===== config.mk =====
export PLATFORM = sky130hd
export DESIGN_NAME = uart_transmitter
export DESIGN_NICKNAME = d
export VERILOG_FILES = /design/src/rtl/uart_transmitter.sv
export SDC_FILE = /design/constraint.sdc
export NUM_CORES = 1
export LEC_CHECK = 0
export CORE_UTILIZATION = 47
export DETAILED_ROUTE_END_ITERATION = 7
export GPL_ROUTABILITY_DRIVEN = 0
export PLACE_DENSITY = 0.84
export SKIP_CTS_REPAIR_TIMING = 1
export SLEW_MARGIN = 40
export SYNTH_ARGS = -nofsm -noshare
export SYNTH_HDL_FRONTEND = slang
export SYNTH_SLANG_ARGS = --single-unit

===== constraint.sdc =====
create_clock -name i_clk -period 1.7 [get_ports i_clk]
set_input_delay 0.34 -clock i_clk [delete_from_list [all_inputs] [get_ports i_clk]]
set_output_delay 0.34 -clock i_clk [all_outputs]
set_load 0.01 [all_outputs]

===== src/rtl/uart_transmitter.sv =====
// Serialises bytes as start, d0..d7 LSB first, stop; a one-byte holding register lets the next frame follow with no gap.
// Define UART_TX_PARITY_EN to insert an even-parity bit between d7 and stop (11-bit frame).
module uart_transmitter #(
  parameter int unsigned CLKS_PER_BIT = 1
) (
  input  logic       i_clk,
  input  logic       i_rst,
  input  logic [7:0] i_data,
  input  logic       i_valid,
  output logic       o_ready,
  output logic       o_data,
  output logic       o_busy,
  output logic       o_done
);

  localparam int unsigned CW = (CLKS_PER_BIT > 1) ? $clog2(CLKS_PER_BIT) : 1;
  localparam logic [CW-1:0] CNT_LAST = CW'(CLKS_PER_BIT - 1);

`ifdef UART_TX_PARITY_EN
  typedef enum logic [2:0] {IDLE, START, DATA, PARITY, STOP} state_t;
`else
  typedef enum logic [2:0] {IDLE, START, DATA, STOP} state_t;
`endif

  state_t        state_q, state_d;
  logic [CW-1:0] cnt_q, cnt_d;
  logic [2:0]    idx_q, idx_d;
  logic [7:0]    shift_q, shift_d;
  logic [7:0]    hold_q, hold_d;
  logic          full_q, full_d;
  logic          line_q, line_d;
  logic          busy_q, busy_d;
  logic          done_q, done_d;
  logic          bit_end;
  logic          load;
`ifdef UART_TX_PARITY_EN
  logic          par_q, par_d;
`endif

  always_ff @(posedge i_clk or negedge i_rst) begin
    if (!i_rst) begin
      state_q <= IDLE;
      cnt_q   <= '0;
      idx_q   <= '0;
      shift_q <= '0;
      hold_q  <= '0;
      full_q  <= 1'b0;
      line_q  <= 1'b1;
      busy_q  <= 1'b0;
      done_q  <= 1'b0;
`ifdef UART_TX_PARITY_EN
      par_q   <= 1'b0;
`endif
    end else begin
      state_q <= state_d;
      cnt_q   <= cnt_d;
      idx_q   <= idx_d;
      shift_q <= shift_d;
      hold_q  <= hold_d;
      full_q  <= full_d;
      line_q  <= line_d;
      busy_q  <= busy_d;
      done_q  <= done_d;
`ifdef UART_TX_PARITY_EN
      par_q   <= par_d;
`endif
    end
  end

  always_comb begin
    state_d = state_q;
    idx_d   = idx_q;
    shift_d = shift_q;
    hold_d  = hold_q;
    full_d  = full_q;
    load    = 1'b0;
    bit_end = (cnt_q == CNT_LAST);
    cnt_d   = bit_end ? '0 : cnt_q + 1'b1;
`ifdef UART_TX_PARITY_EN
    par_d   = par_q;
`endif

    // Accept only into an empty holding register; a full one is never both loaded and written.
    if (i_valid && !full_q) begin
      hold_d = i_data;
      full_d = 1'b1;
    end

    case (state_q)
      IDLE: begin
        cnt_d = '0;
        load  = full_q;
      end
      START: if (bit_end) begin
        state_d = DATA;
        idx_d   = '0;
      end
      DATA: if (bit_end) begin
        if (idx_q == 3'd7) begin
`ifdef UART_TX_PARITY_EN
          state_d = PARITY;
`else
          state_d = STOP;
`endif
        end else begin
          idx_d   = idx_q + 3'd1;
          shift_d = {1'b0, shift_q[7:1]};
        end
      end
`ifdef UART_TX_PARITY_EN
      PARITY: if (bit_end) state_d = STOP;
`endif
      STOP: if (bit_end) begin
        if (full_q) load = 1'b1;
        else        state_d = IDLE;
      end
      default: state_d = IDLE;
    endcase

    if (load) begin
      state_d = START;
      cnt_d   = '0;
      idx_d   = '0;
      shift_d = hold_q;
      full_d  = 1'b0;
`ifdef UART_TX_PARITY_EN
      par_d   = ^hold_q;
`endif
    end
  end

  // Outputs are registered from the next state so the line changes exactly at the bit boundary.
  always_comb begin
    line_d = 1'b1;
    case (state_d)
      START:   line_d = 1'b0;
      DATA:    line_d = shift_d[0];
`ifdef UART_TX_PARITY_EN
      PARITY:  line_d = par_d;
`endif
      default: line_d = 1'b1;
    endcase
    busy_d = (state_d != IDLE);
    done_d = (state_d == STOP) && (cnt_d == CNT_LAST);
  end

  assign o_ready = !full_q;
  assign o_data  = line_q;
  assign o_busy  = busy_q;
  assign o_done  = done_q;

endmodule


# Word level (Yosys, flattened, before mapping)
# Cells that the tools add are included.
# Widths: inputs -> output; s select.
dict set report op_classes {
  n_addsub 2
  eq_ne 12
  n_mux 25
  bitwise_logic 1
  reduce_logical 10
}
# op n
set op_table {}
lappend op_table {{$mux 8} 4}
lappend op_table {{$mux 3} 10}
lappend op_table {{$eq 3x2->1 const B} 4}
lappend op_table {{$pmux 3 s4} 1}
lappend op_table {{$ne 3x3->1 const B} 3}
lappend op_table {{$mux 1} 7}
lappend op_table {{$eq 3x1->1 const B} 2}
lappend op_table {{$pmux 3 s2} 1}
lappend op_table {{$reduce_bool 3->1} 2}
lappend op_table {{$pmux 1 s2} 2}
lappend op_table {{$reduce_and 4->1} 1}
lappend op_table {{$reduce_bool 2->1} 2}
lappend op_table {{$add 3x1->3 const B} 1}
lappend op_table {{$eq 3x3->1 const B} 1}
lappend op_table {{$logic_not 3->1} 1}
lappend op_table {{$reduce_and 3->1} 1}
lappend op_table {{$logic_and 1x1->1} 2}
lappend op_table {{$ne 2x1->1 const B} 1}
lappend op_table {{$ne 2x2->1 const B} 1}
lappend op_table {{$add 1x1->1 const B} 1}
lappend op_table {{$logic_not 1->1} 1}
lappend op_table {{$not 1->1} 1}
dict set report totals {
  regBits 27
  in_bits 11
  output_inout_bits 4
  wordCells 60
}

# Longest topological paths before layout
# Gate-level depths: netlist (run 1).
dict set report depth {
  ltp_word 7
  depth_mapped 6
  depth_no_buf 6
}

# Worst setup path before layout (run 1)
# Ideal clock, no wire load.
dict set report synth_path {
  path_kind {flip-flop to flip-flop}
  start {register idx_q[0]}
  end {register shift_q[1]}
  setup_ps 77
  t_arrival_ps 1702
  required_ps 1623
  setup_slack_ps -79
  stages_incl_launch_ff 7
  synth_period_minus_slack_ps 1779
  cell_sequence {dfrtp_1 ha_1 ha_1 or4b_4 buf_6 and2_4 a21oi_1}
}
dict set report synth_between {
  elab_chain_len 3
}
# element line
set synth_lines {}
lappend synth_lines {{from (decl)} 27} ;# logic [2:0] idx_q, idx_d;
lappend synth_lines {{from (signal assigned)} 57} ;# idx_q <= idx_d;
lappend synth_lines {{$eq 3x3->1} 99} ;# if (idx_q == 3'd7) begin
lappend synth_lines {{$ne 2x2->1 (no source line)} n/a}
lappend synth_lines {{$reduce_and 3->1 (no source line)} n/a}
lappend synth_lines {{to (signal assigned)} 58} ;# shift_q <= shift_d;
lappend synth_lines {{to (decl)} 28} ;# logic [7:0] shift_q, shift_d;
# No other way between the ends.
# A chain may end at the register's enable or synchronous reset.

# Worst setup path in the final report (run 1)
dict set report layout_path {
  start {register idx_q[0]}
  end {register shift_q[5]}
}
# The elaborated chain is that of the path after synthesis.

==> flow_summary.yaml, run 1 <==
worst_setup_path:
  startpoint_type: "flip-flop"
  crit_fanout: 5
  crit_required_ns: 1.96
  r2r-end: "shift_q[5]"
  r2r_start: "idx_q[0]"
  arrival_ns: 1.98
  reg2reg_depth: 5
  reg2reg_slack_ns: -0.01
  end_kind: "flip-flop"
  critPathKind: "flip-flop to flip-flop"
  crit_start: "idx_q[0]"
sta:
  layout_setup_ws_ns: -0.01100
  fin_crit_ns: 1.711
  setup_viol: 1
  rsz0062_at_grt: "true"
  skew_ns: 0.002242
  fin_setup_tns_ns: -0.01100
  maxSlewViolCount: 0
  timing.fmax_mhz: 584.5
  period_share_pct: 100.6
  hold_viol: 0
  hold_ws_ns: 0.3512
clocking:
  cts_root_buffer: "clkbuf_4"
  cts_buffers: 3
  cts_tree: "done"
  cts.clk_slew.worst_paths_ns: 0.14
  cts-htree-levels: 1
  clk_latency_ns: 0.32
  clkSinkCount: 26
  cts_buffer_depth: 2
global_route:
  grt_antenna_before_repair: 0
  grt_util_met3_pct: 3.636
  grt_pass1_wl_um: 3222
  first_global_vias: 743
  grt_use_met1_pct: 22.29
  busiest_layer: "met2"
  grt.total_usage_pct: 17.65
  grt_remaining_overflow: 0
  grtUsageMet2_pct: 28.00
  grt_max_degree: 27
drt:
  drc: 0
  totalWireLength_um: 1977
  vias: 768
  drt-initial-drc-count: 6
  wire_per_inst_um: 13.83
  drt_pass1_iterations: 3
  vias_per_cell: 5.371
  route.antenna.remaining_nets: 0
yosys:
  synth_compound_area_share_pct: 11.43
  synth_top_family_by_area: "compound AO/OA/AOI/OAI gates"
  synth_xor_area_share_pct: 0.8000
  synth_ff_type: "dfrtp_1"
  synth_edf_count: 0
  synthAdderAreaFrac_pct: 2.286
  syn_inst: 92
  yosys.area_share.simple_pct: 10.97
  synthMostInstantiatedCell: "dfrtp_1"
  synth.area.top_cells: "dfrtp_1 57%, mux2_2 8.2%, o22ai_1 2.9%"
  netlist_top_cells_count: "25 x dfrtp_1, 8 x inv_1, 8 x mux2_2, 6 x a21oi_1, 6 x nand2_1"
  seq_area_frac_synth_pct: 59.54
  synth_top_cell_by_area: "dfrtp_1"
  ys_types: 30
  synthMuxAreaShare_pct: 9.257
  netlist.area_leader.share_pct: 57.14
  syn_area_um2: 1095
  yosysWarnings: 0
  syn_nets: 105
  yosys_register_bits: 26
  async_reset_ff_share_pct: 100.0
  avgSynthCellArea_um2: 11.90
pwr:
  p_leak_uw: 0.0006499
  p_per_area_nw_per_um2: 1569
  ir_worst_vdd_v: 0.0009644
worst_hold_path:
  hp-class: "primary input to asynchronous set/reset pin"
die:
  io-pin-count: 15
  core_area_um2: 2212
  dieArea_um2: 2527
  die_w_um: 50.27
  start_util_pct: 49.49
  rows: 17
  dieHeight_um: 50.27
job:
  maxCapViolCount: 0
layout:
  syn2layout_area_growth_pct: 30.40
  nFillCells: 186
  layout-drive-gt1-share_pct: 33.04
  num_antenna_cells: 0
  multiInputGateArea_um2: 447.9
  nets: 129
  ff_latch_area_um2: 653.1
status:
  violations: "negative setup slack"
  status: "finished with violations"
place:
  hpwl_um: 1277
  io_buffer_count: 14
## critical path, stage by stage, from the launching register on
cell and delay (ns):
dfrtp_1 0.41, ha_2 0.20, ha_4 0.17, or4b_4 0.53
and2_4 0.22, a21oi_2 0.12
## worst max path at each step
stage | end | cells past startpoint
4_1_cts | o_ready | 2
5_1_grt | shift_q[2] | 5
3_5_place_dp | idx_q[0] | 5
6_report | shift_q[5] | 5
3_3_place_gp | idx_q[0] | 5
2_1_floorplan | idx_q[0] | 5
## report_power, final
group	total [µW]	switching, µW	leakage, µW	internal [µW]
logic	855	370	0.000318	485
registers	1070	187	0.000311	885
clock network	313	182	0.0000210	131
## cell families (layout without fill, tap and decap cells)
family	count (synthesis)	in the layout
compound gates	20	20
flops	26	26
other cells	1	1
xor+xnor	1	1
buf+inv	13	35
simple gates	20	21
mux	9	9
fa+ha+maj	2	2
## metrics by stage
step	worst slack [ns]	total power (µW)	instances	utilization (%)	area [µm²]
2_1_floorplan	0.02133	1623	92	-	1129
5_1_grt	-0.05199	2386	143	64.54	1428
3_3_place_gp	0.009772	1827	135	60.24	1333
3_5_place_dp	-0.03963	1871	135	60.24	1333
6_report	-0.01100	2239	143	64.54	1428
4_1_cts	-0.07079	2181	139	61.88	1369
## metal layers
layer,part of all wire [%],wire (µm)
met1,47,928
met2,48,954
met3,2.8,55
met4,1.9,38
met5,0,0
## state kept, by name, summed over array words and instances, names as in the netlist
register / flops
state_q: 3
o_done: 1
shift_q: 8
idx_q: 3
o_data: 1
o_busy: 1
hold_q: 8
full_q: 1
## placed cells by master, fill, tap and decap left out, types with 2 or more instances in the layout
| cell type | synthesis | layout |
|---|---|---|
| a22o_1 | 2 | 2 |
| clkdlybuf4s50_1 | 0 | 12 |
| clkbuf_4 | 0 | 3 |
| o21ai_0 | 2 | 2 |
| o21a_1 | 2 | 2 |
| nand2_1 | 6 | 6 |
| dlymetal6s2s_1 | 0 | 2 |
| nor2_1 | 3 | 3 |
| buf_4 | 0 | 8 |
| mux2_2 | 8 | 8 |
| nor3_1 | 2 | 2 |
| inv_1 | 8 | 8 |
| a21oi_2 | 0 | 5 |
| dfrtp_1 | 25 | 24 |
| or4b_4 | 1 | 2 |
| o22ai_1 | 5 | 4 |
| a31oi_1 | 2 | 2 |
## final cells by class
cell class	count	share of cell area, %
flip-flops and latches	26	45.75
well taps	28	2.454
multi-input cells	54	31.38
repair buffers	23	15.78
clock buffers	4	2.542
inverters	8	2.103
No activity file was read; power rests on OpenSTA's default activity.
==> run 2, diff against run 1 <==
Settings changed: TNS_END_PERCENT set to 100.
==> results of run 2 <==
The final DEF is identical to that of run 1; final timing and power are the same.
==> run 3, diff against run 2 <==
Settings changed: CTS_CLUSTER_DIAMETER set to 120.
==> results of run 3 <==
The final DEF is identical to that of run 1; final timing and power are the same.
